`config.mk`:
```
export PLATFORM = sky130hd
export DESIGN_NAME = mac_unit_mc
export DESIGN_NICKNAME = d
export VERILOG_FILES = /design/src/rtl/mac_pkg.sv /design/src/rtl/mac_round_sat.sv /design/src/rtl/mac_unit_mc.sv
export SDC_FILE = /design/constraint.sdc
export NUM_CORES = 2
export LEC_CHECK = 0
export ABC_AREA = 1
export CAP_MARGIN = 30
export CORE_MARGIN = 2
export CORE_UTILIZATION = 40
export DETAILED_ROUTE_END_ITERATION = 12
export GPL_ROUTABILITY_DRIVEN = 1
export GPL_TIMING_DRIVEN = 0
export MAX_ROUTING_LAYER = met4
export SLEW_MARGIN = 20
export SYNTH_ARGS = -nofsm -noshare
export SYNTH_HDL_FRONTEND = slang
export SYNTH_HIERARCHICAL = 1
export SYNTH_SLANG_ARGS = --single-unit
```
`constraint.sdc`:
```
create_clock -name clk -period 9.6 [get_ports clk]
set_clock_uncertainty 0.15 [all_clocks]
set_input_delay 1.44 -clock clk [delete_from_list [all_inputs] [get_ports clk]]
set_output_delay 1.44 -clock clk [all_outputs]
set_load 0.02 [all_outputs]
```
`src/rtl/mac_pkg.sv`:
```
// mac_pkg: shared helpers for the multi-channel MAC.
// Signed saturating add and shift/round/saturate.
package mac_pkg;

  localparam int ST_EN    = 0;
  localparam int ST_BUSY  = 1;
  localparam int ST_MVAL  = 2;
  localparam int ST_STALL = 3;
  localparam int ST_OVF   = 4;

  typedef struct packed {
    logic        clip;
    logic [63:0] val;
  } sat_t;

  function automatic int ch_width(input int n);
    return (n <= 1) ? 1 : $clog2(n);
  endfunction

  // clamp a wide signed value into w signed bits
  function automatic sat_t clamp(
    input logic signed [64:0] s,
    input int                 w
  );
    logic signed [64:0] hi;
    logic signed [64:0] lo;
    sat_t               r;
    hi     = (65'sd1 <<< (w - 1)) - 65'sd1;
    lo     = -hi - 65'sd1;
    r.clip = 1'b0;
    r.val  = s[63:0];
    if (s > hi) begin
      r.clip = 1'b1;
      r.val  = hi[63:0];
    end else if (s < lo) begin
      r.clip = 1'b1;
      r.val  = lo[63:0];
    end
    return r;
  endfunction

  function automatic sat_t sat_add(
    input logic signed [63:0] a,
    input logic signed [63:0] b,
    input int                 w
  );
    logic signed [64:0] s;
    s = $signed({a[63], a}) + $signed({b[63], b});
    return clamp(s, w);
  endfunction

  // round half up, arithmetic shift, then clamp
  function automatic sat_t round_shift_sat(
    input logic signed [63:0] a,
    input int                 sh,
    input int                 ow
  );
    logic signed [64:0] h;
    logic signed [64:0] s;
    h = (sh > 0) ? (65'sd1 <<< (sh - 1)) : 65'sd0;
    s = $signed({a[63], a}) + h;
    s = s >>> sh;
    return clamp(s, ow);
  endfunction

endpackage

```
`src/rtl/mac_round_sat.sv`:
```
// mac_round_sat: accumulator to narrow output word.
// Shift, round half up, saturate, report clipping.
module mac_round_sat
  import mac_pkg::*;
#(
  parameter int ACC_WIDTH = 48,
  parameter int OUT_WIDTH = 24,
  parameter int OUT_SHIFT = 17
) (
  input  logic signed [ACC_WIDTH-1:0] acc,
  output logic signed [OUT_WIDTH-1:0] data,
  output logic                        clip
);

  sat_t               r;
  logic signed [63:0] a64;
  logic               unused_hi;

  // widen, round and clamp in one pass
  always_comb begin
    a64  = 64'(acc);
    r    = round_shift_sat(a64, OUT_SHIFT, OUT_WIDTH);
    data = r.val[OUT_WIDTH-1:0];
    clip = r.clip;
  end

  assign unused_hi = ^r.val[63:OUT_WIDTH];

endmodule

```
`src/rtl/mac_unit_mc.sv`:
```
// mac_unit_mc: time-multiplexed signed MAC with a
// per-channel accumulator bank and rounded output.
module mac_unit_mc
  import mac_pkg::*;
#(
  parameter int DATA_WIDTH      = 18,
  parameter int COEFF_WIDTH     = 18,
  parameter int ACC_WIDTH       = 48,
  parameter int NUM_CH          = 4,
  parameter int PIPELINE_STAGES = 3,
  parameter int OUT_WIDTH       = 24,
  parameter int OUT_SHIFT       = 17,
  localparam int CH_WIDTH       = ch_width(NUM_CH)
) (
  input  logic                          clk,
  input  logic                          rst,
  input  logic                          enable,
  input  logic signed [DATA_WIDTH-1:0]  s_data,
  input  logic signed [COEFF_WIDTH-1:0] s_coeff,
  input  logic [CH_WIDTH-1:0]           s_ch,
  input  logic                          s_first,
  input  logic                          s_last,
  input  logic                          s_valid,
  output logic                          s_ready,
  output logic signed [ACC_WIDTH-1:0]   m_acc,
  output logic signed [OUT_WIDTH-1:0]   m_data,
  output logic [CH_WIDTH-1:0]           m_ch,
  output logic                          m_sat,
  output logic                          m_valid,
  input  logic                          m_ready,
  output logic [15:0]                   status
);

  localparam int PW = DATA_WIDTH + COEFF_WIDTH;
  localparam int LS = PIPELINE_STAGES - 1;

  logic                 stall;
  logic                 adv;
  logic                 take;
  logic signed [PW-1:0] prod_in;

  logic signed [PW-1:0]       p_prod [PIPELINE_STAGES];
  logic [CH_WIDTH-1:0]        p_ch   [PIPELINE_STAGES];
  logic [PIPELINE_STAGES-1:0] p_first;
  logic [PIPELINE_STAGES-1:0] p_last;
  logic [PIPELINE_STAGES-1:0] p_valid;

  logic signed [ACC_WIDTH-1:0] bank [NUM_CH];
  logic [NUM_CH-1:0]           ovf;

  logic [CH_WIDTH-1:0]         t_ch;
  logic signed [ACC_WIDTH-1:0] t_prod;
  logic signed [ACC_WIDTH-1:0] t_cur;
  logic signed [ACC_WIDTH-1:0] nacc;
  logic                        novf;
  logic                        fire;
  sat_t                        sa;
  logic signed [OUT_WIDTH-1:0] r_data;
  logic                        r_clip;
  logic                        unused_hi;

  assign stall   = m_valid && !m_ready;
  assign adv     = enable && !stall;
  assign s_ready = adv && !rst;
  assign take    = s_valid && s_ready &&
                   (int'(s_ch) < NUM_CH);
  assign prod_in = PW'(s_data) * PW'(s_coeff);

  // product pipeline: stage 0 captures, rest shift
  always_ff @(posedge clk) begin
    if (rst) begin
      p_valid <= '0;
      p_first <= '0;
      p_last  <= '0;
      for (int i = 0; i < PIPELINE_STAGES; i++) begin
        p_prod[i] <= '0;
        p_ch[i]   <= '0;
      end
    end else if (adv) begin
      p_valid[0] <= take;
      p_first[0] <= s_first;
      p_last[0]  <= s_last;
      p_prod[0]  <= prod_in;
      p_ch[0]    <= s_ch;
      for (int i = 1; i < PIPELINE_STAGES; i++) begin
        p_valid[i] <= p_valid[i-1];
        p_first[i] <= p_first[i-1];
        p_last[i]  <= p_last[i-1];
        p_prod[i]  <= p_prod[i-1];
        p_ch[i]    <= p_ch[i-1];
      end
    end
  end

  assign t_ch   = p_ch[LS];
  assign fire   = adv && p_valid[LS];
  assign t_prod = ACC_WIDTH'(p_prod[LS]);
  assign t_cur  = bank[t_ch];

  // next accumulator value and sticky overflow
  always_comb begin
    sa = sat_add(64'(t_cur), 64'(t_prod), ACC_WIDTH);
    if (p_first[LS]) begin
      nacc = t_prod;
      novf = 1'b0;
    end else begin
      nacc = sa.val[ACC_WIDTH-1:0];
      novf = ovf[t_ch] | sa.clip;
    end
  end

  assign unused_hi = ^sa.val[63:ACC_WIDTH];

  // single-writer update of the addressed channel
  always_ff @(posedge clk) begin
    if (rst) begin
      ovf <= '0;
      for (int i = 0; i < NUM_CH; i++) begin
        bank[i] <= '0;
      end
    end else if (fire) begin
      bank[t_ch] <= nacc;
      ovf[t_ch]  <= novf;
    end
  end

  mac_round_sat #(
    .ACC_WIDTH (ACC_WIDTH),
    .OUT_WIDTH (OUT_WIDTH),
    .OUT_SHIFT (OUT_SHIFT)
  ) u_rs (
    .acc  (nacc),
    .data (r_data),
    .clip (r_clip)
  );

  // output register: load on last beat, clear on take
  always_ff @(posedge clk) begin
    if (rst) begin
      m_valid <= 1'b0;
      m_acc   <= '0;
      m_data  <= '0;
      m_ch    <= '0;
      m_sat   <= 1'b0;
    end else if (fire && p_last[LS]) begin
      m_valid <= 1'b1;
      m_acc   <= nacc;
      m_data  <= r_data;
      m_ch    <= t_ch;
      m_sat   <= novf | r_clip;
    end else if (m_valid && m_ready) begin
      m_valid <= 1'b0;
    end
  end

  // status word
  always_comb begin
    status                = '0;
    status[ST_EN]         = enable;
    status[ST_BUSY]       = |p_valid;
    status[ST_MVAL]       = m_valid;
    status[ST_STALL]      = stall;
    status[ST_OVF +: 8]   = 8'(ovf);
  end

endmodule

```
**Word-level counts from Yosys, hierarchy flattened**

Memory sizes are Yosys's and may differ from the RTL's.
Cells that the tools add are included.

- Flip-flop bits (word level): 89
- Bits in writable memories: 306
- Input bits: 45
- Output and inout bits: 93
- Logic and storage cells: 73
- Memories kept: 3

Memory list:

| memory | depth | width | read ports | clocked after memory_dff | write ports | line | source |
|---|---|---|---|---|---|---|---|
| bank | 4 | 48 | 1 | 0 | 4 | mac_unit_mc.sv:48 | `logic signed [ACC_WIDTH-1:0] bank [NUM_CH];` |
| p_prod | 3 | 36 | 3 | 0 | 3 | mac_unit_mc.sv:42 | `logic signed [PW-1:0] p_prod [PIPELINE_STAGES];` |
| p_ch | 3 | 2 | 3 | 0 | 3 | mac_unit_mc.sv:43 | `logic [CH_WIDTH-1:0] p_ch [PIPELINE_STAGES];` |

- Add/sub/neg operators: 2
- Multiply operators: 1
- $lt $le $gt $ge: 6
- Mux-type cells: 30
- Bitwise gates (word level): 8
- Reduce and logical (&&, ||, !) cells: 14

Operators by type and width:

| operator | count |
|---|---|
| 65-bit two-way mux | 4 |
| 36-bit two-way mux | 3 |
| 48-bit two-way mux | 2 |
| 48-bit by 18-bit adder with 49-bit output, second input constant | 1 |
| 48-bit by 36-bit adder with 49-bit output | 1 |
| 49-bit by 48-bit greater-than comparator with 1-bit output, second input constant | 1 |
| 49-bit by 48-bit < comparator with 1-bit output, second input constant | 1 |
| 48-bit OR reduction | 1 |
| 18-bit by 18-bit multiplier with 36-bit output | 1 |
| 32-bit by 24-bit greater-than comparator with 1-bit output, second input constant | 1 |
| 32-bit by 24-bit < comparator with 1-bit output, second input constant | 1 |
| 1-bit two-way mux | 14 |
| 1-bit logical AND | 8 |
| 2-bit two-way mux | 4 |
| 1-bit bitwise OR | 8 |
| 4-bit bitwise mux | 1 |
| 1-bit logical NOT | 3 |
| 2-bit by 3-bit < comparator with 1-bit output, second input constant | 1 |
| 3-bit OR reduction | 1 |
| 1-bit binary-select mux with 2-bit select | 1 |
| 1-bit demux with 2-bit select | 1 |
| 2-bit by 1-bit >= comparator with 1-bit output, second input constant | 1 |
| 2-bit nonzero test | 1 |

**Depth between registers and ports, before layout**

An unclocked memory read counts as a cell.

- Depth in word-level cells: 12
- Depth in mapped cells: 44

**Cells and area by module**

The synthesis kept the hierarchy.

By module, submodules not included:

| module | times used | cells an instance | area each (µm²) | seq. area each (µm²) |
|---|---|---|---|---|
| mac_unit_mc | 1 | 3887 | 32422.3 | 10970.5 |
| mac_round_sat | 1 | 246 | 1388.8 | 0.0 |

**Worst setup path after synthesis**

Ideal clock, no wire load.

- Path type: input to register
- Start: in s_coeff[2]
- End: mem p_prod[0][35] (netlist name) (data pin)
- Library setup time: 253 ps
- Arrival: 7089 ps
- Data required time: 9197 ps
- Setup slack: 2108 ps
- Stages: 30
- Path through: clkbuf_1 buf_1 nand2_1 inv_1 fa_1 inv_1 fa_1 inv_1 ha_1 inv_1 fa_1 inv_1 fa_1 inv_1 fa_1 inv_1 ha_1 nand2_1 nor2_1 inv_1 nor2_1 inv_1 nor2_1 nor2_1 nand2_1 a21oi_1 o21ai_0 nand2_1 nand2_1 nor2_1

RTL lines:

| item | line | source |
|---|---|---|
| start, declared | mac_unit_mc.sv:19 | `input logic signed [COEFF_WIDTH-1:0] s_coeff,` |
| end, declared | mac_unit_mc.sv:42 |  |

==> metrics <==
# IOs roughly 140; Resize count post-CTS 0; # Max-Cap Violations 0; die extent in x between 200 and 300 um; Peak VDD IR 0.434 mV; Setup Total Neg Slack 0 ps; fraction of layout instances using a drive strength above 1 7.15%; DR iter-0 viols 1994; Worst Path Class, Setup input pin to register; DRC viols 0; htree depth 2; area grow syn2layout 11.6%; Core Util, Final 45.1%; Post-DP HPWL 80400 um; Pint 6.19 mW; CP endpoint kind register; hold buffer count at cts 0; Starting Density 40.4%; Critical Path Source Type input pin; CTS Buffer Depth 3; RSZ-0062 raised after global routing no; r2r worst-path depth 38; core area roughly 84000 um2; Root Buffer clkbuf_16; final wirelength 99500 um; commonest non-fill, non-tap cells in the layout 913 x nand2_1, 872 x inv_1, 493 x nor2_1; Achievable Freq 0.123 GHz; ANT nets after route 0; Placement Rows 106; die height 294 um; initial antenna violation count 1; Yosys warnings 6; final hold vios 0; Die ar. 86700 um2; Sinks on Clock Net ~400; sequential share of power 16.2%; clock power share 12.3%; TritonCTS clock tree yes; switching power between 6 and 7 mW; Comb pwr share 71.4%; post-DR wirelength/cell 18.5 um; Least-Margin Pin Slew 987 ps; gr usage total around a quarter; Clk Latency, worst-skew pair 580 ps; crit path DAT 8340 ps; vias in the first global route 26900; PD cells 343 nW/um2; Worst EP required 9780 ps; setup ws final 1440 ps; Final Cycle Share 85.0%; DR vias/cell 4.92; Period minus WS final approximately 8200 ps; Hold Crit Class register to register; hold depth 2; PortBufs 94; Crit Path Max Fanout 10; commonest non-fill, non-tap cell in the layout nand2_1; postcts setup bufs 0; mapped cell area 33800 um2; largest net degree at the start of global routing between 50 and 60; Placement Setup Slack 806 ps; Worst-path clk slew approximately 60 ps; cts bufs inserted 41; Leak Pwr 18.4 nW; Vias 26500; GRT Residual Overflow 0; Slew Limit Fails 0; final layout net count 4791; Switching Share between 50% and 60%; Synth Area per Inst a little over 8 um2; status completed; Cells after Synth ~4100; final setup vio count 0; first-pass GRT wire length 155000 um; drt first pass iters 5; Max-slew headroom 34.2%; routability congestion estimate between 1 and 1.5
## worst paths after layout
kind | from | to | slack, ps
worst max-delay path | s_coeff[7] | p_prod[0][35]$_SDFFCE_PN0P_ | 1440
worst min-delay path | p_first[0]$_SDFFE_PP0P_ | p_first[1]$_SDFFE_PP0P_ | 330
worst max register to register | p_ch[0][5]$_SDFFCE_PN0P_ | m_sat$_SDFFE_PP0P_ | 1670
worst min register to register | p_first[0]$_SDFFE_PP0P_ | p_first[1]$_SDFFE_PP0P_ | 330
## critical path, cell delays in order
cell and delay, ps:
clkbuf_1 510, clkbuf_1 610, nand2_1 260, fa_1 620, inv_1 70, fa_1 940, fa_1 520, fa_1 480
fa_1 540, inv_1 50, fa_1 530, inv_1 40, ha_1 340, nand2_1 130, nor2_1 120, inv_1 60
nor2_1 140, inv_1 60, nor2_1 100, nor2_1 50, nand2_1 160, a21oi_1 130, o21ai_0 220, nand2_1 70
nand2_1 60, nor2_1 40
## registers in the layout, indices dropped and copies added, names as in the netlist, 2 cells and up
| register | cells |
|---|---|
| p_last | 3 |
| bank | 192 |
| m_acc | 48 |
| p_ch | 6 |
| ovf | 4 |
| p_prod | 108 |
| p_first | 3 |
| p_valid | 3 |
| m_data | 24 |
| m_ch | 2 |
## cell type report
type / count / area, um2
fillers: 8337 / 45900
multi-input cells: 2671 / 18700
flip-flops and latches: 395 / 11000
inverters: 881 / 3310
well taps: 1080 / 1350
clock buffers: 61 / 1220
repair buffers: 106 / 1170
plain buffers: 177 / 825
clock inverters: 14 / 108
diodes: 1 / 2.50
## metrics by stage
stage	area, um2	hold slack, ps	total power [mW]	cells
finish	37700	334	12.9	5386
global route	37700	360	14.5	5386
CTS	37700	334	13.0	5384
detailed placement	36300	321	11.3	5309
global placement	36100	312	11.3	5298
floorplan	33800	294	9.05	4124
## power groups by stage
stage	clock, mW	combinational, mW	sequential (mW)
floorplan	0	6.92	2.12
global placement	0	9.13	2.14
detailed placement	0	9.21	2.13
CTS	1.62	9.27	2.10
global route	1.68	10.7	2.11
finish	1.60	9.23	2.10
## metal layers
metal / vias up / track usage, % / wire (um)
met3: 187 / 2.56 / 6140
met5: - / - / 0
li1: 12800 / - / -
met2: 836 / 39.9 / 47200
met1: 12700 / 30.9 / 42700
met4: 0 / 7.80 / 3470
Power figures use the tool's default switching activity.
